<file path="src/rtl/fs4_ddc_decim_if.sv">
// -----------------------------------------------------------------------------
// fs4_ddc_decim_if
// Sample-stream bundle between the ADC front end, the fs/4 down-converter and
// the AGC.
//   master : upstream side.
//            Drives in_valid, in_data and sync.
//            Observes out_valid, out_real, out_imag and blk_phase.
//   slave  : the down-converter itself (the reverse directions).
// Signals:
//   in_valid  - qualifies in_data
//   in_data   - signed 16-bit ADC sample
//   sync      - synchronous restart of LO phase and decimation block
//   out_valid - one-cycle strobe per completed block (AGC en)
//   out_real  - signed 17-bit I result
//   out_imag  - signed 17-bit Q result
//   blk_phase - LO phase the next accepted sample will use
// -----------------------------------------------------------------------------
interface fs4_ddc_decim_if;
  logic               in_valid;
  logic signed [15:0] in_data;
  logic               sync;
  logic               out_valid;
  logic signed [16:0] out_real;
  logic signed [16:0] out_imag;
  logic        [1:0]  blk_phase;

  modport master (
    output in_valid, in_data, sync,
    input  out_valid, out_real, out_imag, blk_phase
  );

  modport slave (
    input  in_valid, in_data, sync,
    output out_valid, out_real, out_imag, blk_phase
  );
endinterface

</file>
<file path="src/rtl/fs4_ddc_decim.sv">
// -----------------------------------------------------------------------------
// fs4_ddc_decim
// Real-to-complex down-conversion by an fs/4 LO followed by integrate-and-dump
// decimation by 2^DEC_LOG2. This is the front end of the RACE chain, and it
// feeds the AGC.
// Ports:
//   clk  - system clock, rising edge
//   nrst - asynchronous active-low reset
//   bus  - fs4_ddc_decim_if.slave. It carries the input sample stream, sync,
//          the decimated I/Q with its strobe, and the current LO phase.
// Parameter:
//   DEC_LOG2 - log2 of the decimation factor. The legal range is 2..8, so
//              every block spans whole LO periods.
// Build option:
//   FS4_DDC_SPECTRAL_INV_EN - when defined, the Q mixer sign is flipped
//   (mix by +fs/4, spectrum inverted). Ports are identical in both builds.
// -----------------------------------------------------------------------------
module fs4_ddc_decim #(
  parameter int DEC_LOG2 = 3
) (
  input  logic            clk,
  input  logic            nrst,
  fs4_ddc_decim_if.slave  bus
);

  localparam int ACC_W = 17 + DEC_LOG2;
  // Half of the divisor 2^(DEC_LOG2-1). Adding it before the shift rounds half up.
  localparam logic signed [ACC_W-1:0] RND_C = ACC_W'(1 << (DEC_LOG2 - 2));

`ifdef FS4_DDC_SPECTRAL_INV_EN
  localparam bit SPEC_INV = 1'b1;
`else
  localparam bit SPEC_INV = 1'b0;
`endif

  logic        [DEC_LOG2-1:0] cnt_q, cnt_d;
  logic signed [ACC_W-1:0]    acc_i_q, acc_i_d, acc_q_q, acc_q_d;
  logic                       out_valid_q, out_valid_d;
  logic signed [16:0]         out_re_q, out_re_d, out_im_q, out_im_d;

  logic        [1:0]          ph;
  logic signed [16:0]         x, nx, term_i, term_q;
  logic signed [ACC_W-1:0]    base_i, base_q, sum_i, sum_q;

  // The LO phase is the low two bits of the sample counter, so every block
  // starts at p0. A sync forces p0 for a sample that arrives with it.
  assign ph = bus.sync ? 2'd0 : cnt_q[1:0];
  assign x  = {bus.in_data[15], bus.in_data};
  assign nx = -x;  // -(-32768) = +32768 still fits in 17 signed bits

  always_comb begin
    // NOTE: every always_comb output gets a default first, so no path can leave
    // it unassigned and infer a latch.
    term_i = '0;
    term_q = '0;
    case (ph)
      2'd0: term_i = x;
      2'd1: term_q = SPEC_INV ? x : nx;
      2'd2: term_i = nx;
      default: term_q = SPEC_INV ? nx : x;
    endcase
  end

  // A sync discards the partial block, so the incoming term adds to zero.
  assign base_i = bus.sync ? '0 : acc_i_q;
  assign base_q = bus.sync ? '0 : acc_q_q;
  assign sum_i  = base_i + {{DEC_LOG2{term_i[16]}}, term_i};
  assign sum_q  = base_q + {{DEC_LOG2{term_q[16]}}, term_q};

  always_comb begin
    cnt_d       = cnt_q;
    acc_i_d     = acc_i_q;
    acc_q_d     = acc_q_q;
    out_valid_d = 1'b0;
    out_re_d    = out_re_q;
    out_im_d    = out_im_q;
    if (bus.in_valid) begin
      if (!bus.sync && (cnt_q == '1)) begin
        // The last sample of the block. Dump the rounded mean of the
        // 2^(DEC_LOG2-1) nonzero terms per channel and start a fresh block.
        out_valid_d = 1'b1;
        out_re_d    = 17'((sum_i + RND_C) >>> (DEC_LOG2 - 1));
        out_im_d    = 17'((sum_q + RND_C) >>> (DEC_LOG2 - 1));
        acc_i_d     = '0;
        acc_q_d     = '0;
        cnt_d       = '0;
      end else begin
        acc_i_d = sum_i;
        acc_q_d = sum_q;
        cnt_d   = (bus.sync ? '0 : cnt_q) + 1'b1;
      end
    end else if (bus.sync) begin
      acc_i_d = '0;
      acc_q_d = '0;
      cnt_d   = '0;
    end
  end

  always_ff @(posedge clk or negedge nrst) begin
    if (!nrst) begin
      cnt_q       <= '0;
      acc_i_q     <= '0;
      acc_q_q     <= '0;
      out_valid_q <= 1'b0;
      out_re_q    <= '0;
      out_im_q    <= '0;
    end else begin
      // NOTE: state registers use non-blocking assignments. Then every
      // register samples pre-edge values, whatever the statement order.
      cnt_q       <= cnt_d;
      acc_i_q     <= acc_i_d;
      acc_q_q     <= acc_q_d;
      out_valid_q <= out_valid_d;
      out_re_q    <= out_re_d;
      out_im_q    <= out_im_d;
    end
  end

  assign bus.out_valid = out_valid_q;
  assign bus.out_real  = out_re_q;
  assign bus.out_imag  = out_im_q;
  assign bus.blk_phase = cnt_q[1:0];

endmodule
</file>
<file path="src/flat_wrapper.sv">
// flat-port wrapper written by rule: the top's interface ports become plain ports
module fs4_ddc_decim_flat 
#(
  parameter int DEC_LOG2 = 3
)
  (clk, nrst, bus_in_valid, bus_in_data, bus_sync, bus_out_valid, bus_out_real, bus_out_imag, bus_blk_phase);
  fs4_ddc_decim_if bus_i ();
  input  logic clk;
  input  logic nrst;
  input wire logic [$bits(bus_i.in_valid)-1:0] bus_in_valid;
  input wire logic [$bits(bus_i.in_data)-1:0] bus_in_data;
  input wire logic [$bits(bus_i.sync)-1:0] bus_sync;
  output wire logic [$bits(bus_i.out_valid)-1:0] bus_out_valid;
  output wire logic [$bits(bus_i.out_real)-1:0] bus_out_real;
  output wire logic [$bits(bus_i.out_imag)-1:0] bus_out_imag;
  output wire logic [$bits(bus_i.blk_phase)-1:0] bus_blk_phase;
  assign bus_i.in_valid = bus_in_valid;
  assign bus_i.in_data = bus_in_data;
  assign bus_i.sync = bus_sync;
  assign bus_out_valid = bus_i.out_valid;
  assign bus_out_real = bus_i.out_real;
  assign bus_out_imag = bus_i.out_imag;
  assign bus_blk_phase = bus_i.blk_phase;
  fs4_ddc_decim #(.DEC_LOG2(DEC_LOG2)) u_core (.clk(clk), .nrst(nrst), .bus(bus_i));
endmodule
</file>
<file path="config.mk">
export PLATFORM = sky130hd
export DESIGN_NAME = fs4_ddc_decim_flat
export DESIGN_NICKNAME = d
export VERILOG_FILES = /design/src/rtl/fs4_ddc_decim_if.sv /design/src/rtl/fs4_ddc_decim.sv /design/src/flat_wrapper.sv
export SDC_FILE = /design/constraint.sdc
export NUM_CORES = 1
export LEC_CHECK = 0
export BUFFER_PORTS_ARGS = -buffer_cell sky130_fd_sc_hd__clkbuf_2
export CORE_ASPECT_RATIO = 1.1
export CORE_MARGIN = 1
export CORE_UTILIZATION = 60
export DETAILED_ROUTE_END_ITERATION = 6
export MAX_ROUTING_LAYER = met4
export PLACE_DENSITY_LB_ADDON = 0.15
export SETUP_SLACK_MARGIN = 0.05
export SLEW_MARGIN = 30
export SYNTH_ARGS = -nofsm -noshare
export SYNTH_HDL_FRONTEND = slang
export SYNTH_SLANG_ARGS = --single-unit
</file>
<file path="constraint.sdc">
create_clock -name clk -period 12 [get_ports clk]
set_clock_uncertainty 0.05 [all_clocks]
set_input_delay 2.4 -clock clk [delete_from_list [all_inputs] [get_ports clk]]
set_output_delay 2.4 -clock clk [all_outputs]
set_load 0.01 [all_outputs]
</file>
==> summary.log, run 1 <==
[cts] clk slew on worst S/H paths 0.07 ns
[worst_setup_path] required time worst endpoint 12.22 ns
[pwr] cell internal power dissipation 0.000557 W
[final_layout] cell area after layout 0.00707 mm²
[global_route] pin count of the biggest net entering global routing 77
[synth] EDFF count, synth 0
[pwr] share of total power in sequential cells 0.328
[cts] Clock Path Buffers 2
[pwr] Pwr per Cell Area 126 mW/mm²
[pwr] Switching Power 0.000337 W
[global_route] first-pass GRT wire length 27,700 µm
[timing] Hold Fails Final Rpt 0
[placed_design] Post-Place Cell Area 0.00677 mm²
[route] mean routed wirelength per cell 18.2 µm
[synth] number of library cell types mapped by synthesis 66
[die] area inside the core boundary 0.0104 mm²
[cts] latest clock arrival within the worst-skew pair 0.34 ns
[worst_setup_path] capturing element type of the critical path register
[worst_setup_path] category of cells accounting for the largest share of critical-path delay simple AND/OR/NAND/NOR gates
[pwr] clock share of power 0.303
[route] via/cell ratio 6.15
[hold_path] type of the worst min-delay path register to register
[worst_setup_path] kind of critical path input pin to register
[final_layout] n_diodes 0
[pwr] combinational share of power 0.370
[die] Die Footprint 0.0111 mm²
[global_route] GR Overflow Total 0
[die] number of standard-cell rows in the floorplan 39
[timing] highest achievable clock rate 141 MHz
[die] die span in y 111 µm
[final_layout] Multi-input gate area 0.00431 mm²
[placed_design] number of port buffers 56
[worst_setup_path] standard cell with the maximum stage delay on the critical path ha_1
[route] DRT Pass-1 Iters 6
[pwr] worst voltage drop across the vdd grid 0.107 mV
[global_route] GRT Resource Usage Total 0.330
[run_status] outcome completed
[timing] Slew headroom 0.375
[synth] synthesized area per cell 8.39 µm²
[cts] clock buffer count from CTS 9
[global_route] initial antenna violation count 0
[route] sum of routed wire length over all layers 17,200 µm
[synth] cell count after synthesis 767
[final_layout] number of standard cells in the layout, taps in and fillers out 946
[route] number of nets with antenna violations after detailed routing 0
[worst_setup_path] CP max stage delay 0.61 ns
[worst_setup_path] largest driver fanout on the critical path 42
[timing] setup-violating endpoint count in the final report 0
[synth] primary flip-flop cell chosen by synthesis mapping dfrtp_1
[timing] count of final max-slew check failures 0
[timing] final critical-path required period 7.07 ns
[worst_setup_path] crit path buf inv count 2
[final_layout] fraction of layout instances using a drive strength above 1 0.123
[die] effective utilization at floorplan 0.619
[cts] CTS tree built
[cts] Post CTS Setup Buffer Count 0
[route] DRC 0
[worst_setup_path] arrival time at the worst endpoint 7.28 ns
[timing] aggregate negative setup slack 0 ns
[placed_design] Detail Placement HPWL 12,700 µm
[cts] clock tree root driver cell clkbuf_16
[die] number of top-level pins 57
[synth] Mapped Area 0.00643 mm²
[pwr] leakage power 3.32 nW
[worst_setup_path] Worst setup SP type input pin
[final_layout] fin nets 864
[timing] slew at the pin with the worst max-slew slack 0.937 ns
[global_route] number of global-route vias before repair 5,591
[final_layout] area taken by flip-flops and latches 0.00190 mm²
[final_layout] layout-stage area growth over the synthesis result 9.80%
[timing] final period utilization 0.589
[run] number of max-capacitance violations reported 0
[synth] synthesis warning total 0
[synth] Synth async-reset ratio 1.00
[final_layout] commonest non-fill, non-tap cell in the layout nand2_1
[timing] unrepaired setup endpoints after global routing false
[worst_setup_path] worst-path cell chain clkbuf_2, buf_4, nor2b_1, ha_1, nor2b_1, nand2_1, mux2i_1, ha_1, a21o_1, a221o_2, a21bo_2, xnor2_1, or3_4, nor4_4, nand3b_2, or3b_1, a31oi_1
[cts] htree depth 3
[placed_design] weighted congestion reported at the end of routability-driven placement 0.885
[synth] Synthesized Nets 833
[pwr] Sw Ratio 0.377
[route] via count 5,815
[synth] fraction of the yosys area taken by sequential cells 0.296
[placed_design] Cells after DPL 930
[synth] flip-flop and latch count after synthesis 76
[cts] number of hold-repair buffers added at the cts stage 0
[cts] clock sink count 76
[cts] number of resized instances in the post-cts repair step 0
[final_layout] most used cells in the layout excluding fill and tap cells nand2_1, dfrtp_1, clkbuf_2
[route] DRC violation total after the first TritonRoute iteration 358
[die] Die Width 101 µm
[final_layout] number of fillers in the final layout 898
==> worst min-delay path: stages, from the launching register on <==
cell and delay (ns):
dfrtp_1 0.34, nand2_1 0.05, o21ai_0 0.06
==> cells in the mapped netlist, types with 5 or more instances <==
cell	instances	area share
and3_1	7	0.0068
nor2b_1	48	0.047
clkbuf_1	37	0.022
and2_1	7	0.0068
mux2_2	5	0.0087
o21ai_0	48	0.037
xnor2_1	34	0.046
nand4_1	6	0.0058
nor3_1	14	0.011
nor2_1	53	0.031
o21a_1	6	0.0070
nand3_1	16	0.012
nor3b_1	11	0.013
a21oi_1	52	0.040
xor2_1	32	0.044
a22o_1	18	0.024
nand2_1	80	0.047
mux2i_1	6	0.0093
nand2b_1	11	0.011
o211ai_1	8	0.0093
o2bb2ai_1	21	0.029
inv_1	14	0.0082
ha_1	44	0.086
a21o_1	25	0.029
or3_1	6	0.0058
dfrtp_1	76	0.30
o31ai_1	11	0.013
a31oi_1	6	0.0058
==> stage by stage <==
| step | util | worst slack [ns] | total power (W) | hold slack (ns) |
|---|---|---|---|---|
| floorplan | - | 5.28 | 0.000536 | 0.464 |
| CTS | 0.679 | 4.99 | 0.000890 | 0.435 |
| detailed placement | 0.651 | 4.67 | 0.000620 | 0.413 |
| finish | 0.680 | 4.93 | 0.000894 | 0.428 |
| global route | 0.680 | 4.44 | 0.000940 | 0.453 |
| global placement | 0.651 | 4.79 | 0.000613 | 0.413 |
==> state kept, by name, indices dropped and copies added, names as in the netlist <==
name,count
u_core.bus.out_real,17
u_core.cnt_q,3
u_core.bus.out_valid,1
u_core.acc_q_q,19
u_core.bus.out_imag,17
u_core.acc_i_q,19
==> cells by family (layout without fill, tap and decap cells) <==
| logic type | count (synthesis) | in the layout | synth area share |
|---|---|---|---|
| xor gates and xnor gates | 66 | 66 | 0.0898 |
| muxes | 11 | 11 | 0.0181 |
| and+or+nand+nor | 282 | 282 | 0.230 |
| DFF | 76 | 76 | 0.296 |
| AOI/OAI and AO/OA | 230 | 230 | 0.241 |
| buffers and inverters | 56 | 92 | 0.0342 |
| adders and majority gates | 46 | 46 | 0.0918 |
==> routing by layer <==
layer / wire length, µm / track usage / vias to the layer above
met2: 8510 / 0.541 / 182
met5: 0 / - / -
met1: 7280 / 0.401 / 2755
li1: - / - / 2836
met3: 836 / 0.0532 / 42
met4: 565 / 0.137 / 0
==> cell type report <==
class,count,share of cell area
multi-input combinational,635,0.610
sequential,76,0.269
inverter,15,0.00797
timing repair buffer,61,0.0459
clock buffer,9,0.0319
tap,143,0.0253
clock inverter,7,0.00939
==> power by group through the flow <==
stage                     combinational (W)  clock [W]  sequential (W)
after floorplan                    0.000241          0        0.000295
after global placement             0.000317          0        0.000296
after detailed placement           0.000323          0        0.000297
after CTS                          0.000326   0.000272        0.000293
after global routing               0.000360   0.000284        0.000295
final                              0.000330   0.000270        0.000293
==> worst paths after layout <==
check	cells past startpoint	startpoint	slack (ns)	end
max in group asynchronous	1	nrst	9.39	u_core.acc_i_q[11]
worst min-delay path	2	u_core.bus.out_real[5]	0.43	u_core.bus.out_real[5]
worst max-delay path	17	bus_sync	4.93	u_core.bus.out_imag[15]
worst max register to register	15	u_core.cnt_q[0]	6.96	u_core.bus.out_imag[15]
min in group asynchronous	1	nrst	2.03	u_core.acc_q_q[12]
worst min register to register	2	u_core.bus.out_real[5]	0.43	u_core.bus.out_real[5]
Power figures use the tool's default switching activity.
==> inputs of run 2 (changes only) <==
--- a/config.mk
+++ b/config.mk
@@ -5,6 +5,7 @@
 export SDC_FILE = /design/constraint.sdc
 export NUM_CORES = 1
 export LEC_CHECK = 0
+export ABC_AREA = 1
 export BUFFER_PORTS_ARGS = -buffer_cell sky130_fd_sc_hd__clkbuf_2
 export CORE_ASPECT_RATIO = 1.1
 export CORE_MARGIN = 1
==> constraint.sdc (replaced) <==
create_clock -name clk -period 6.85 [get_ports clk]
set_clock_uncertainty 0.05 [all_clocks]
set_input_delay 1.37 -clock clk [delete_from_list [all_inputs] [get_ports clk]]
set_output_delay 1.37 -clock clk [all_outputs]
set_load 0.01 [all_outputs]
==> summary.log, run 2 <==
[run_status] outcome completed
[route] via count 7,902 [+36%]
[worst_setup_path] Worst path depth 24 [+7]
[synth] Synthesized Nets 1,331 [+60%]
[synth] number of library cell types mapped by synthesis 38 [-42%]
[placed_design] Detail Placement HPWL 17,900 µm [+41%]
[final_layout] layout-stage area growth over the synthesis result 9.35%
[cts] clock buffer count from CTS 9 [unchanged]
[cts] clk slew on worst S/H paths 0.06 ns [about the same]
[synth] Synth area leaders dfrtp_1, nand2_1, inv_1
[worst_setup_path] Critical R2R Launch u_core.cnt_q[0]
[worst_setup_path] arrival time at the worst endpoint 5.43 ns [-1.85 ns]
[cts] clock tree root driver cell clkbuf_16
[worst_setup_path] largest driver fanout on the critical path 37 [-12%]
[cts] Clock Path Buffers 2 [unchanged]
[synth] EDFF count, synth 0 [unchanged]
[worst_setup_path] capturing element type of the critical path register
[global_route] GRT Resource Usage Total 0.378 [+0.0485]
[pwr] worst voltage drop across the vdd grid 0.146 mV [+36%]
[final_layout] fin nets 1,376 [+59%]
[global_route] initial antenna violation count 0 [unchanged]
[final_layout] final standard cell utilization of the core 0.681 [+0.000836]
[synth] Mapped Area 0.00759 mm² [+18%]
[hold_path] type of the worst min-delay path register to register
[route] via/cell ratio 5.38 [-12%]
[timing] minimum hold slack 0.430 ns [+0.00164 ns]
[die] number of standard-cell rows in the floorplan 42 [+7.7%]
[timing] slew at the pin with the worst max-slew slack 0.741 ns [-0.196 ns]
[final_layout] n_diodes 0 [unchanged]
[cts] number of hold-repair buffers added at the cts stage 0 [unchanged]
[cts] number of resized instances in the post-cts repair step 0 [unchanged]
[synth] largest area contributor in the netlist dfrtp_1
[worst_setup_path] destination of the worst register-to-register timing path u_core.bus.out_imag[13]
[final_layout] commonest non-fill, non-tap cell in the layout nand2_1
[placed_design] weighted congestion reported at the end of routability-driven placement 1.00 [+13%]
[cts] clock sink count 76 [unchanged]
[global_route] number of global-route vias before repair 7,427 [+33%]
[worst_setup_path] Critical path destination u_core.bus.out_imag[13]
[cts] latest clock arrival within the worst-skew pair 0.35 ns [about the same]
[timing] setup-violating endpoint count in the final report 0 [unchanged]
[synth] fraction of the yosys area taken by sequential cells 0.251 [-0.0449]
[cts] Post CTS Setup Buffer Count 0 [unchanged]
[cts] htree depth 3 [unchanged]
[die] area inside the core boundary 0.0122 mm² [+17%]
[run] number of max-capacitance violations reported 0 [unchanged]
[die] die span in y 120 µm [+8.4%]
[worst_setup_path] standard cell with the maximum stage delay on the critical path buf_4
[worst_setup_path] CP max stage delay 0.40 ns [-0.21 ns]
[timing] Hold Fails Final Rpt 0 [unchanged]
[route] mean routed wirelength per cell 15.4 µm [-15%]
[final_layout] area taken by flip-flops and latches 0.00190 mm² [unchanged]
[route] sum of routed wire length over all layers 22,700 µm [+32%]
[final_layout] biggest registers after layout u_core.acc_i_q: 19 flops, u_core.acc_q_q: 19 flops
[die] number of top-level pins 57 [unchanged]
[timing] count of final max-slew check failures 0 [unchanged]
[worst_setup_path] Worst setup SP type input pin
[worst_setup_path] required time worst endpoint 7.03 ns [-5.19 ns]
[worst_setup_path] R2R depth 23 [+8]
[die] effective utilization at floorplan 0.622 [+0.00332]
[synth] synthesized area per cell 6.00 µm² [-28%]
[pwr] overall power 0.00163 W [+82%]
[route] DRC 0 [unchanged]
[worst_setup_path] most repeated library cell on the critical path nand2_1
[synth] cell count after synthesis 1,265 [+65%]
[placed_design] number of port buffers 56 [unchanged]
[worst_setup_path] category of cells accounting for the largest share of critical-path delay simple AND/OR/NAND/NOR gates
[timing] Slew headroom 0.506 [+0.131]
[final_layout] fraction of layout instances using a drive strength above 1 0.120 [-0.00314]
[timing] final critical-path required period 5.25 ns
[synth] synthesis warning total 0 [unchanged]
[worst_setup_path] startpoint of the worst setup timing path bus_sync
[die] Die Width 109 µm [+8.4%]
[route] DRT Pass-1 Iters 5 [-1]
[route] number of nets with antenna violations after detailed routing 0 [unchanged]
[synth] leading cell type by number of instances after synthesis nand2_1
[final_layout] number of fillers in the final layout 1,167 [+30%]
[worst_setup_path] reg2reg setup slack 2.46 ns [-4.50 ns]
[final_layout] most used cells in the layout excluding fill and tap cells nand2_1, inv_1, nand3_1
[pwr] Pwr per Cell Area 197 mW/mm² [+55%]
[global_route] first-pass GRT wire length 36,700 µm [+32%]
[synth] Synth top area share 0.251 [-0.0449]
[global_route] GR Overflow Total 0 [unchanged]
[final_layout] number of standard cells in the layout, taps in and fillers out 1,469 [+55%]
[synth] flip-flop and latch count after synthesis 76 [unchanged]
[worst_setup_path] crit path buf inv count 5 [+3]
[placed_design] Cells after DPL 1,453 [+56%]
[worst_setup_path] worst-path cell chain clkbuf_2, buf_4, nor2_1, ha_1, inv_1, nand2_1, inv_1, nand2_1, o21ai_0, ha_1, nand2_1, nand3_1, nand2_1, nand2_1, inv_1, nand2_1, nor2_4, nand2_1, nor2_1, nand3_1, nand2_1, nand2_1, nand2_1, nand2_1
[synth] most frequent cells after synthesis nand2_1, inv_1, nand3_1
[timing] final period utilization 0.766
[synth] primary flip-flop cell chosen by synthesis mapping dfrtp_1
[die] Die Footprint 0.0131 mm² [+18%]
[synth] Synth async-reset ratio 1.00 [unchanged]
[pwr] leakage power 4.71 nW [+42%]
[timing] aggregate negative setup slack 0 ns [unchanged]
[timing] highest achievable clock rate 190 MHz
[route] DRC violation total after the first TritonRoute iteration 661 [+85%]
[timing] unrepaired setup endpoints after global routing false
[worst_setup_path] kind of critical path input pin to register
[cts] CTS tree built
[global_route] pin count of the biggest net entering global routing 76 [-1.3%]
[final_layout] Multi-input gate area 0.00472 mm² [+9.5%]
-- run 2: changes by cell type after synthesis, sizes merged, moves of 18 or more --
cell,previous run,this run
a21oi,52,34
nor2,53,121
inv,14,223
nand3,16,118
o2bb2ai,21,0
nand2,80,494
nor2b,48,0
xnor2,34,3
clkbuf,37,16
a21o,25,0
xor2,32,10
-- run 2: metrics by stage --
stage	area (µm²)	worst slack [ns]
6_report	8300	1.60
5_1_grt	8300	1.24
4_1_cts	8300	1.67
3_5_place_dp	7970	1.31
3_3_place_gp	7970	1.38
2_1_floorplan	7590	2.25
-- run 2: worst min-delay path, cell delays in order (launching register included) --
cell and delay (ns):
dfrtp_1 0.34, nand2_1 0.05, nand2_1 0.05
-- run 2: cells by family (layout without fill, tap and decap cells) --
logic type,after synthesis,in the layout,synth area share
AO/OA/AOI/OAI,112,112,0.0783
XOR/XNOR,13,13,0.0150
buffers and inverters,249,299,0.127
AND/OR/NAND/NOR,769,769,0.451
adder cells (fa/ha/maj),46,46,0.0778
flip-flops,76,76,0.251
-- run 2: cell type report --
cell class              count  share of cell area
repair buffers             60              0.0381
clock inverters             5              0.0101
clock buffers              11              0.0293
inverters                 223               0.101
flip-flops and latches     76               0.229
multi-input cells         940               0.569
well taps                 154              0.0232
-- run 2: per-layer routing --
layer | global-route usage | part of all wire
met5 | - | 0
met4 | 0.213 | 0.053
met3 | 0.0445 | 0.048
met2 | 0.608 | 0.48
met1 | 0.457 | 0.42
-- run 2: how the worst min path moves through the flow --
| stage | slack [ns] | depth (start not counted) | start | endpoint |
|---|---|---|---|---|
| floorplan | 0.46 | 2 | u_core.bus.out_imag[0] | u_core.bus.out_imag[0] |
| detailed placement | 0.42 | 2 | u_core.bus.out_real[15] | u_core.bus.out_real[15] |
| CTS | 0.43 | 2 | u_core.bus.out_imag[0] | u_core.bus.out_imag[0] |
| finish | 0.43 | 2 | u_core.bus.out_imag[14] | u_core.bus.out_imag[14] |
| global placement | 0.41 | 2 | u_core.bus.out_imag[0] | u_core.bus.out_imag[0] |
| global route | 0.45 | 2 | u_core.bus.out_real[15] | u_core.bus.out_real[15] |
-- run 2: power breakdown --
group          switching [W]  internal, W  leakage (nW)
sequential         0.0000141     0.000492          1.03
clock               0.000197     0.000331         0.152
combinational       0.000421     0.000176          3.52
==> inputs of run 3 (changes only) <==
--- a/config.mk
+++ b/config.mk
@@ -9,7 +9,7 @@
 export BUFFER_PORTS_ARGS = -buffer_cell sky130_fd_sc_hd__clkbuf_2
 export CORE_ASPECT_RATIO = 1.1
 export CORE_MARGIN = 1
-export CORE_UTILIZATION = 60
+export CORE_UTILIZATION = 56
 export DETAILED_ROUTE_END_ITERATION = 6
 export MAX_ROUTING_LAYER = met4
 export PLACE_DENSITY_LB_ADDON = 0.15
==> constraint.sdc (replaced) <==
create_clock -name clk -period 4.65 [get_ports clk]
set_clock_uncertainty 0.05 [all_clocks]
set_input_delay 0.93 -clock clk [delete_from_list [all_inputs] [get_ports clk]]
set_output_delay 0.93 -clock clk [all_outputs]
set_load 0.01 [all_outputs]
==> summary.log, run 3 (synthesis gave the netlist of run 2 again) <==
[worst_setup_path] required time worst endpoint 4.84 ns [-2.19 ns]
[final_layout] layout-stage area growth over the synthesis result 10.1%
[cts] latest clock arrival within the worst-skew pair 0.35 ns [about the same]
[run_status] outcome completed
[worst_setup_path] crit path buf inv count 4 [-1]
[timing] unrepaired setup endpoints after global routing false
[cts] htree depth 3 [unchanged]
[cts] Clock Path Buffers 2 [unchanged]
[die] Die Width 113 µm [+3.4%]
[timing] setup-violating endpoint count in the final report 0 [unchanged]
[timing] final critical-path required period 4.18 ns
[cts] clk slew on worst S/H paths 0.06 ns [about the same]
[global_route] first-pass GRT wire length 36,600 µm [-0.17%]
[final_layout] area taken by flip-flops and latches 0.00190 mm² [unchanged]
[timing] minimum hold slack 0.429 ns [-0.000364 ns]
[route] sum of routed wire length over all layers 23,100 µm [+2.1%]
[global_route] GRT Resource Usage Total 0.353 [-0.0247]
[pwr] share of total power in sequential cells 0.312 [about the same]
[cts] clock buffer count from CTS 9 [unchanged]
[timing] count of final max-slew check failures 0 [unchanged]
[worst_setup_path] Critical R2R Launch u_core.cnt_q[1]
[placed_design] weighted congestion reported at the end of routability-driven placement 1.03 [+3.0%]
[worst_setup_path] Worst path depth 25 [+4.2%]
[timing] Slew headroom 0.404 [-0.102]
[pwr] Switching Power 0.000965 W [+53%]
[route] DRC 0 [unchanged]
[timing] aggregate negative setup slack 0 ns [unchanged]
[global_route] initial antenna violation count 0 [unchanged]
[worst_setup_path] destination of the worst register-to-register timing path u_core.bus.out_imag[11]
[timing] slew at the pin with the worst max-slew slack 0.893 ns [+0.151 ns]
[cts] clock tree root driver cell clkbuf_16
[route] via/cell ratio 5.34 [-0.74%]
[placed_design] Detail Placement HPWL 18,500 µm [+3.1%]
[die] number of top-level pins 57 [unchanged]
[worst_setup_path] reg2reg setup slack 0.99 ns [-1.47 ns]
[pwr] Pwr per Cell Area 286 mW/mm² [+46%]
[timing] Hold Fails Final Rpt 0 [unchanged]
[die] number of standard-cell rows in the floorplan 44 [+4.8%]
[worst_setup_path] standard cell with the maximum stage delay on the critical path or2_2
[final_layout] fraction of layout instances using a drive strength above 1 0.126 [+0.00608]
[final_layout] most used cells in the layout excluding fill and tap cells nand2_1, inv_1, nand3_1
[final_layout] biggest registers after layout u_core.acc_i_q: 19 flops, u_core.acc_q_q: 19 flops
[pwr] worst voltage drop across the vdd grid 0.169 mV [+16%]
[pwr] combinational share of power 0.375 [+0.009]
[placed_design] number of port buffers 56 [unchanged]
[run] number of max-capacitance violations reported 0 [unchanged]
[worst_setup_path] category of cells accounting for the largest share of critical-path delay simple AND/OR/NAND/NOR gates
[final_layout] number of fillers in the final layout 1,354 [+16%]
[worst_setup_path] kind of critical path input pin to register
[pwr] cell internal power dissipation 0.00143 W [+43%]
[timing] highest achievable clock rate 240 MHz
[route] number of nets with antenna violations after detailed routing 0 [unchanged]
[worst_setup_path] arrival time at the worst endpoint 4.37 ns [-1.06 ns]
[cts] number of hold-repair buffers added at the cts stage 0 [unchanged]
[cts] CTS tree built
[timing] final period utilization 0.898
[die] area inside the core boundary 0.0132 mm² [+8.4%]
[route] DRT Pass-1 Iters 5 [unchanged]
[worst_setup_path] startpoint of the worst setup timing path bus_in_data[0]
[pwr] Sw Ratio 0.404 [+0.0162]
[final_layout] Multi-input gate area 0.00473 mm² [+0.13%]
[worst_setup_path] Critical path destination u_core.bus.out_real[14]
[pwr] clock share of power 0.313 [-0.010]
[worst_setup_path] CP max stage delay 0.30 ns [-0.10 ns]
[pwr] leakage power 4.74 nW [+0.78%]
[die] die span in y 124 µm [+3.5%]
[route] DRC violation total after the first TritonRoute iteration 490 [-26%]
[cts] clock sink count 76 [unchanged]
[die] Die Footprint 0.0140 mm² [+7.0%]
[worst_setup_path] Worst setup SP type input pin
[hold_path] type of the worst min-delay path register to register
[final_layout] fin nets 1,384 [+0.58%]
[route] via count 7,924 [+0.28%]
[worst_setup_path] R2R depth 21 [-8.7%]
[die] effective utilization at floorplan 0.574 [-0.0481]
[global_route] GR Overflow Total 0 [unchanged]
[final_layout] commonest non-fill, non-tap cell in the layout nand2_1
[worst_setup_path] largest driver fanout on the critical path 6 [-84%]
[worst_setup_path] capturing element type of the critical path register
[final_layout] n_diodes 0 [unchanged]
[global_route] number of global-route vias before repair 7,463 [+0.48%]
[global_route] pin count of the biggest net entering global routing 44 [-42%]
[route] mean routed wirelength per cell 15.6 µm [+1.1%]
run 3: routing by layer:
metal	part of all wire	routed length, µm	vias up	GRT usage
met5	0	0	-	-
met1	0.42	9650	3638	0.393
met3	0.036	833	59	0.0341
li1	-	-	4035	-
met4	0.052	1210	0	0.201
met2	0.49	11400	192	0.629
run 3: worst reg2reg max path: cells and delay by family, from the launching register on:
kind	cells	cell delay (ns)
simple gates	15	1.84
flops	1	0.38
compound gates	1	0.36
buf+inv	3	0.38
fa+ha+maj	2	0.54
run 3: worst min-delay path by stage:
stage	from	to	slack [ns]	depth (start not counted)
after floorplan	u_core.bus.out_imag[0]	u_core.bus.out_imag[0]	0.46	2
after global placement	u_core.bus.out_real[13]	u_core.bus.out_real[13]	0.41	2
after detailed placement	u_core.bus.out_real[11]	u_core.bus.out_real[11]	0.42	2
after CTS	u_core.bus.out_imag[0]	u_core.bus.out_imag[0]	0.43	2
after global routing	u_core.bus.out_imag[12]	u_core.bus.out_imag[12]	0.46	2
final	u_core.bus.out_real[11]	u_core.bus.out_real[11]	0.43	2
run 3: layout make-up:
type	count	share of cell area
clock buffers	10	0.0286
repair buffers	68	0.0446
clock inverters	6	0.00854
flip-flops and latches	76	0.228
well taps	161	0.0241
multi-input cells	940	0.566
inverters	223	0.100
run 3: power groups by stage:
stage	Clock [W]	Sequential [W]	Combinational [W]
2_1_floorplan	0	0.000757	0.000618
3_3_place_gp	0	0.000757	0.000875
3_5_place_dp	0	0.000759	0.000881
4_1_cts	0.000757	0.000747	0.000886
5_1_grt	0.000774	0.000753	0.000994
6_report	0.000747	0.000747	0.000897
run 3: repair_timing:
action / CTS / global route
setup buffers: 0 / 0
endpoints found under the setup margin: 0 / 3
resized for setup: 0 / 2
run 3: per-stage QoR:
step	area (µm²)	worst slack, ns	util	total power, W	instances
after floorplan	7590	0.489	-	0.00137	1265
after global placement	8040	0.0451	0.608	0.00163	1468
after detailed placement	8040	0.0115	0.608	0.00164	1468
after CTS	8350	0.378	0.632	0.00239	1484
after global routing	8350	0.114	0.632	0.00252	1484
final	8350	0.475	0.632	0.00239	1484
